$ cat src/rtl/paddle_pkg.sv
// Shared types and sizing helpers for the paddle pot scheduler.
package paddle_pkg;

   localparam int NUM_PADDLES_DEF = 4;
   localparam int POS_W_DEF       = 7;

   typedef enum logic [1:0] {
      ST_DUMPED   = 2'd0,
      ST_CHARGING = 2'd1,
      ST_DONE     = 2'd2
   } state_t;

   // One spare bit above the largest threshold so saturation sits beyond any reachable compare.
   function automatic int cnt_width(input int pos_w, input int shift);
      return pos_w + shift + 1;
   endfunction

endpackage

$ cat src/rtl/paddle_pot_sched_if.sv
// Paddle pot bus: dump/line_tick/positions in, pot bits and busy out.
interface paddle_pot_sched_if
   import paddle_pkg::*;
#(
   parameter int NUM_PADDLES = NUM_PADDLES_DEF,
   parameter int POS_W       = POS_W_DEF
);
   logic                         dump;
   logic                         line_tick;
   logic [NUM_PADDLES*POS_W-1:0] pos;
   logic [NUM_PADDLES-1:0]       pot;
   logic                         busy;

   modport master (output dump, output line_tick, output pos, input pot, input busy);
   modport slave  (input dump, input line_tick, input pos, output pot, output busy);
endinterface

$ cat src/rtl/pot_channel.sv
// One paddle channel: threshold snapshot and registered line-count compare.
module pot_channel
   import paddle_pkg::*;
#(
   parameter int POS_W = POS_W_DEF,
   parameter int SHIFT = 1,
   parameter int CNT_W = cnt_width(POS_W, SHIFT)
) (
   input  logic             clk,
   input  logic             reset,
   input  logic             snap_i,
   input  logic             clear_i,
   input  logic             cmp_en_i,
   input  logic [POS_W-1:0] pos_i,
   input  logic [CNT_W-1:0] cnt_i,
   output logic             pot_o
);

   logic [CNT_W-1:0] thr_q;
   logic [CNT_W-1:0] thr_d;
   logic             pot_q;

   assign thr_d = CNT_W'(pos_i) << SHIFT;

   always_ff @(posedge clk or posedge reset) begin
      if (reset) begin
         thr_q <= '0;
         pot_q <= 1'b0;
      end else begin
         if (snap_i) begin
            thr_q <= thr_d;
         end
         if (clear_i) begin
            pot_q <= 1'b0;
         end else if (cmp_en_i) begin
            pot_q <= (cnt_i >= thr_q);
         end
      end
   end

   assign pot_o = pot_q;

endmodule

$ cat src/rtl/paddle_pot_sched.sv
// Paddle pot charge scheduler: dump/charge/done FSM driving per-channel line-count compares.
// Optional PADDLE_DUMP_SYNC_EN inserts a 2-flop synchronizer on dump (adds 2 clk to dump-driven transitions).
module paddle_pot_sched
   import paddle_pkg::*;
#(
   parameter int NUM_PADDLES = NUM_PADDLES_DEF,
   parameter int POS_W       = POS_W_DEF,
   parameter int SHIFT       = 1
) (
   input  logic              clk,
   input  logic              reset,
   paddle_pot_sched_if.slave bus
);

   localparam int CNT_W = cnt_width(POS_W, SHIFT);

   logic dump_s;

`ifdef PADDLE_DUMP_SYNC_EN
   logic [1:0] sync_q;

   always_ff @(posedge clk or posedge reset) begin
      if (reset) begin
         sync_q <= 2'b00;
      end else begin
         sync_q <= {sync_q[0], bus.dump};
      end
   end

   assign dump_s = sync_q[1];
`else
   assign dump_s = bus.dump;
`endif

   state_t                 state_q;
   logic [CNT_W-1:0]       cnt_q;
   logic [CNT_W-1:0]       cnt_d;
   logic                   busy_q;
   logic [NUM_PADDLES-1:0] pot_w;
   logic                   snap;
   logic                   clear;
   logic                   cmp_en;

   assign cnt_d  = (&cnt_q) ? cnt_q : cnt_q + CNT_W'(1);
   assign snap   = (state_q == ST_DUMPED) && !dump_s;
   // A dump abort clears pot on the same edge the FSM drops back to DUMPED.
   assign clear  = dump_s || (state_q == ST_DUMPED);
   assign cmp_en = (state_q != ST_DUMPED);

   for (genvar gi = 0; gi < NUM_PADDLES; gi++) begin : g_ch
      pot_channel #(
         .POS_W (POS_W),
         .SHIFT (SHIFT),
         .CNT_W (CNT_W)
      ) u_ch (
         .clk      (clk),
         .reset    (reset),
         .snap_i   (snap),
         .clear_i  (clear),
         .cmp_en_i (cmp_en),
         .pos_i    (bus.pos[gi*POS_W +: POS_W]),
         .cnt_i    (cnt_q),
         .pot_o    (pot_w[gi])
      );
   end

   always_ff @(posedge clk or posedge reset) begin
      if (reset) begin
         state_q <= ST_DUMPED;
         cnt_q   <= '0;
         busy_q  <= 1'b0;
      end else if (dump_s) begin
         state_q <= ST_DUMPED;
         cnt_q   <= '0;
         busy_q  <= 1'b0;
      end else begin
         unique case (state_q)
            ST_DUMPED: begin
               state_q <= ST_CHARGING;
               cnt_q   <= '0;
               busy_q  <= 1'b1;
            end
            ST_CHARGING: begin
               if (&pot_w) begin
                  state_q <= ST_DONE;
                  busy_q  <= 1'b0;
               end else if (bus.line_tick) begin
                  cnt_q <= cnt_d;
               end
            end
            ST_DONE: begin
               state_q <= ST_DONE;
            end
            default: begin
               state_q <= ST_DUMPED;
               cnt_q   <= '0;
               busy_q  <= 1'b0;
            end
         endcase
      end
   end

   assign bus.pot  = pot_w;
   assign bus.busy = busy_q;

endmodule

$ cat src/flat_wrapper.sv
// flat-port wrapper written by rule: the top's interface ports become plain ports
module paddle_pot_sched_flat import paddle_pkg::*;
#(
   parameter int NUM_PADDLES = NUM_PADDLES_DEF,
   parameter int POS_W       = POS_W_DEF,
   parameter int SHIFT       = 1
)
  (clk, reset, bus_dump, bus_line_tick, bus_pos, bus_pot, bus_busy);
  paddle_pot_sched_if #(.NUM_PADDLES(NUM_PADDLES), .POS_W(POS_W)) bus_i ();
  input  logic clk;
  input  logic reset;
  input wire logic [$bits(bus_i.dump)-1:0] bus_dump;
  input wire logic [$bits(bus_i.line_tick)-1:0] bus_line_tick;
  input wire logic [$bits(bus_i.pos)-1:0] bus_pos;
  output wire logic [$bits(bus_i.pot)-1:0] bus_pot;
  output wire logic [$bits(bus_i.busy)-1:0] bus_busy;
  assign bus_i.dump = bus_dump;
  assign bus_i.line_tick = bus_line_tick;
  assign bus_i.pos = bus_pos;
  assign bus_pot = bus_i.pot;
  assign bus_busy = bus_i.busy;
  paddle_pot_sched #(.NUM_PADDLES(NUM_PADDLES), .POS_W(POS_W), .SHIFT(SHIFT)) u_core (.clk(clk), .reset(reset), .bus(bus_i));
endmodule
$ cat config.mk
export PLATFORM = sky130hd
export DESIGN_NAME = paddle_pot_sched_flat
export DESIGN_NICKNAME = d
export VERILOG_FILES = /design/src/rtl/paddle_pkg.sv /design/src/rtl/paddle_pot_sched_if.sv /design/src/rtl/pot_channel.sv /design/src/rtl/paddle_pot_sched.sv /design/src/flat_wrapper.sv
export SDC_FILE = /design/constraint.sdc
export NUM_CORES = 1
export LEC_CHECK = 0
export ABC_CLOCK_PERIOD_IN_PS = 5300
export CAP_MARGIN = 20
export CORE_UTILIZATION = 50
export CTS_CLUSTER_DIAMETER = 120
export DETAILED_ROUTE_END_ITERATION = 12
export PLACE_DENSITY = 0.72
export SYNTH_ARGS = -nofsm -noshare
export SYNTH_HDL_FRONTEND = slang
export SYNTH_SLANG_ARGS = --single-unit
export TNS_END_PERCENT = 10
$ cat constraint.sdc
create_clock -name clk -period 5.3 [get_ports clk]
set_input_delay 1.06 -clock clk [delete_from_list [all_inputs] [get_ports clk]]
set_output_delay 1.06 -clock clk [all_outputs]
set_load 0.02 [all_outputs]
Word-level counts from Yosys, hierarchy flattened --
Cells that the tools add are included.
Cells by class: $add $sub $neg 1, magnitude comparators 4, equality and inequality tests 7, muxes and demuxes 19, reductions and logical operators 10
Operator list (count):
- $ge A9 B8 Y1 | 4
- $mux W9 | 4
- $pmux W9 S2 | 1
- $mux W1 | 10
- $add A9 B1 Y9 const B | 1
- $ne A3 B3 Y1 const B | 3
- $reduce_and A9 Y1 | 1
- $reduce_and A4 Y1 | 2
- $pmux W2 S3 | 1
- $mux W2 | 2
- $reduce_bool A2 Y1 | 2
- $ne A3 B2 Y1 const B | 1
- $pmux W1 S3 | 1
- $eq A2 B1 Y1 const B | 1
- $eq A2 B2 Y1 const B | 1
- $logic_not A2 Y1 | 1
- $ne A2 B2 Y1 const B | 1
- $reduce_and A2 Y1 | 1
- $logic_and A1 B1 Y1 | 1
- $logic_not A1 Y1 | 1
- $logic_or A1 B1 Y1 | 1
Storage, ports and cells: flip-flop bits (word level) 44, word-level logic and storage cells 52

Depth between registers and ports, before layout --
depth after elaboration 6, gate-level depth with buffers 8

Modules after synthesis --
A second synthesis with hierarchy kept.
Unflattened totals: cell total of the unflattened synthesis 287, area total of the unflattened synthesis 2800.2 um^2
By module, submodules not included:
- pot_channel | instances 4, cells each 49, area an instance 490.5 um^2
- paddle_pot_sched | instances 1, cells each 91, area an instance 838.3 um^2

Worst setup path after synthesis --
No wires, ideal clock.
kind input to register, start point input port bus_line_tick, end point register u_core.cnt_q[6], setup time 77 ps, data arrival time 1970 ps, required time 5223 ps, setup slack 3252 ps, stages 4, cells stage by stage and2b_1 -> nand3_4 -> or4_1 -> a21oi_1
Between the ends: longest elaborated chain between the ends 2
Ends and longest elaborated chain:
- start: declaration | line flat_wrapper.sv:13 | input wire logic [$bits(bus_i.line_tick)-1:0] bus_line_tick;
- $ne A3 B3 Y1 (no source line)
- $reduce_and A4 Y1 (no source line)
- end signal: assignment | line paddle_pot_sched.sv:88 | cnt_q <= cnt_d;
- end: declaration | line paddle_pot_sched.sv:36 | logic [CNT_W-1:0] cnt_q;
Every way passes these cells. A chain may end at the register's enable or synchronous reset.

Worst setup path in the final report --
start point input port bus_dump, end point register u_core.g_ch[1].u_ch.thr_q[1]
Between the ends: longest elaborated chain between the ends 2
Ends and longest elaborated chain:
- start: declaration | line flat_wrapper.sv:12 | input wire logic [$bits(bus_i.dump)-1:0] bus_dump;
- $logic_not A1 Y1 | line paddle_pot_sched.sv:45 | assign snap = (state_q == ST_DUMPED) && !dump_s;
- $logic_and A1 B1 Y1 | line paddle_pot_sched.sv:45
- end signal: assignment | line pot_channel.sv:31 | thr_q <= thr_d;
- end: declaration | line pot_channel.sv:19 | logic [CNT_W-1:0] thr_q;
Every way passes these cells.

==> impl_metrics.ini <==
[placed_design]
dp_hpwl_um = 3631
gp_congestion = 0.8165
port_buffers = 36
post-place-ws_ns = 2.382

[grt]
grt-ovfl-total = 0
track_usage = 0.2138
grt_pass1_vias = 1866
antenna_found_initial = 0
grt_max_degree = 54
grt_pass1_wl_um = 8583

[detailed_routing]
wl_per_cell_um = 13.67
wl_um = 4991
ant_nets = 0
dr.pass1.iters = 4
viasPerCell = 5.132
routed-via-count = 1873
drt_iter0_drc = 102
drc_errors = 0

[yosys]
syn-cell-area_um2 = 2530
async_flop_share = 1.000
synth-edff-count = 0
syn_avg_cell_area_um2 = 9.583
synth_area_leaders = dfrtp_1, ha_1, o21ai_0, nand2_1, inv_1
synth_top_area_share = 0.4352
postSynthCellCount = 264
ys_seq_area_frac = 0.4352
yosysTopAreaCell = dfrtp_1
yosysWarnings = 0
synth_top_flop_cell = dfrtp_1
syn_nets = 329
ys_seq_elements = 44
yosysUniqueCellTypes = 37

[critical_path]
r2r-start = u_core.cnt_q[0]
cp-start-kind = input port
cp_data_arrival_time_ns = 2.75
critPathMaxFanout = 53
critPathCapture = u_core.g_ch[1].u_ch.thr_q[1]
worstSetupPathType = input port to flop
startpoint = bus_dump
ff2ff_setup_slack_ns = 3.08
rr_worst_depth = 8
crit_required_ns = 5.49
r2r-end = u_core.cnt_q[6]
endpoint_kind = flop

[timing]
post-route-min-period_ns = 2.567
tightest_slew_ns = 0.7694
clock_skew_ns = 0.009416
worst_slew_margin_rel = 0.4871
hold_viol = 0
whs_ns = 0.5184
final.setup.tns_ns = 0
finalCritPeriodShare = 0.4843
timing.final.ws_setup_ns = 2.733
rsz0062_at_grt = false
fmax_mhz = 389.6
slew_violations = 0
setup_viol = 0

[power_and_ir_drop]
vdd_drop_max_v = 0.0003509
power-per-cell-area_nw_per_um2 = 399.4
p_leak_nw = 1.420
fin_total_pwr_mw = 1.204

[final_layout]
mostFrequentLayoutCell = dfrtp_1
layout_common_cells = dfrtp_1, o21ai_0, clkdlybuf4s50_1, nand2_1, ha_1
synthToLayoutAreaGrowth_pct = 19.14
n_fill_cell = 425
antenna_cells = 0
nNetsFinal = 362
drive_gt1_frac = 0.06376

[floorplanning]
fp.dieArea_um2 = 5348
row_count = 25
initial_core_util = 0.5286
ioPinCount = 37
die_y_um = 73.13
die_w_um = 73.13
coreArea_um2 = 4786

[cts]
holdBufCountCts = 0
cts_sinks = 44
cts_inserted_buffers = 5
cts_tree = yes
cts_buffer_depth = 2
clock-root-buffer = clkbuf_8
clkTransAtPathRegs_ns = 0.07
h-tree-depth = 2
worstSkewPairLatency_ns = 0.30
cts_setup_buffers = 0
cts.repair.resized = 0

[hold_path]
hp-class = flop to flop

[outcome]
run_status = complete, no violations

[run]
maxCapViolCount = 0
-- where the power goes --
group | total [mW] | internal (mW) | switching (mW)
logic | 0.486 | 0.202 | 0.284
clock network | 0.221 | 0.104 | 0.116
registers | 0.497 | 0.454 | 0.0438
-- synthesized netlist by cell type, types with 2 or more instances --
master / n
clkbuf_1: 4
buf_2: 2
a22o_1: 2
nand3_1: 8
xor2_1: 2
nand2_1: 34
nor2_1: 7
inv_1: 32
o21a_1: 3
mux2_2: 4
ha_1: 33
o31ai_1: 3
buf_4: 4
or3_1: 2
nor4_1: 2
o21ai_0: 36
a31oi_1: 3
and2b_2: 2
dfrtp_1: 44
or4_1: 2
o211ai_1: 8
nand2b_1: 3
nand4_1: 4
a21oi_1: 7
-- registers in the layout, indices dropped and copies added (netlist names) --
register                cells
u_core.bus.busy             1
u_core.cnt_q                9
u_core.state_q              2
u_core.g_ch.u_ch.pot_o      4
u_core.g_ch.u_ch.thr_q     28
-- logic make-up after synthesis --
kind of cell             Yosys count  share of synthesized area
adder cells (fa/ha/maj)           33                     0.1632
AO/OA/AOI/OAI                     65                     0.1508
multiplexers                       5                    0.02176
XOR/XNOR                           2                   0.006925
flip-flops                        44                     0.4352
AND/OR/NAND/NOR                   72                     0.1508
buffers and inverters             43                    0.07122
-- worst max-delay path, cell delays in order --
cell             delay (ns)
clkdlybuf4s50_1        0.51
and2b_2                0.77
mux2_2                 0.40
-- worst min-delay path by stage --
stage                                             from                            to  slack, ns  cells past startpoint
final                     u_core.g_ch[1].u_ch.thr_q[1]  u_core.g_ch[1].u_ch.thr_q[1]       0.52                      1
after global routing      u_core.g_ch[3].u_ch.thr_q[1]  u_core.g_ch[3].u_ch.thr_q[1]       0.54                      1
after global placement    u_core.g_ch[2].u_ch.thr_q[1]  u_core.g_ch[2].u_ch.thr_q[1]       0.50                      1
after floorplan           u_core.g_ch[0].u_ch.thr_q[1]  u_core.g_ch[0].u_ch.thr_q[1]       0.49                      1
after CTS                 u_core.g_ch[1].u_ch.thr_q[1]  u_core.g_ch[1].u_ch.thr_q[1]       0.53                      1
after detailed placement  u_core.g_ch[1].u_ch.thr_q[1]  u_core.g_ch[1].u_ch.thr_q[1]       0.51                      1
-- final cells by class --
cell class	instances	area, um2	area share
clock buffer	6	82.58	0.02740
clock inverter	2	10.01	0.003321
inverter	32	120.1	0.03985
multi-input combinational	177	1249	0.4143
sequential	44	1101	0.3653
tap	67	83.83	0.02781
timing repair buffer	37	367.9	0.1220
-- per-stage QoR --
step / utilization / instances / area [um2]
2_1_floorplan: - / 264 / 2530
3_3_place_gp: 0.6105 / 357 / 2922
3_5_place_dp: 0.6105 / 357 / 2922
4_1_cts: 0.6298 / 365 / 3014
5_1_grt: 0.6298 / 365 / 3014
6_report: 0.6298 / 365 / 3014
-- routing by layer --
metal,wire length [um],share of wire,vias to the layer above,GRT usage
li1,-,-,972,-
met1,2428,0.49,858,0.2765
met2,2285,0.46,35,0.3447
met3,179,0.036,8,0.04696
met4,98,0.020,0,0.09150
met5,0,0,-,0
(Power assumes the default switching activity.)
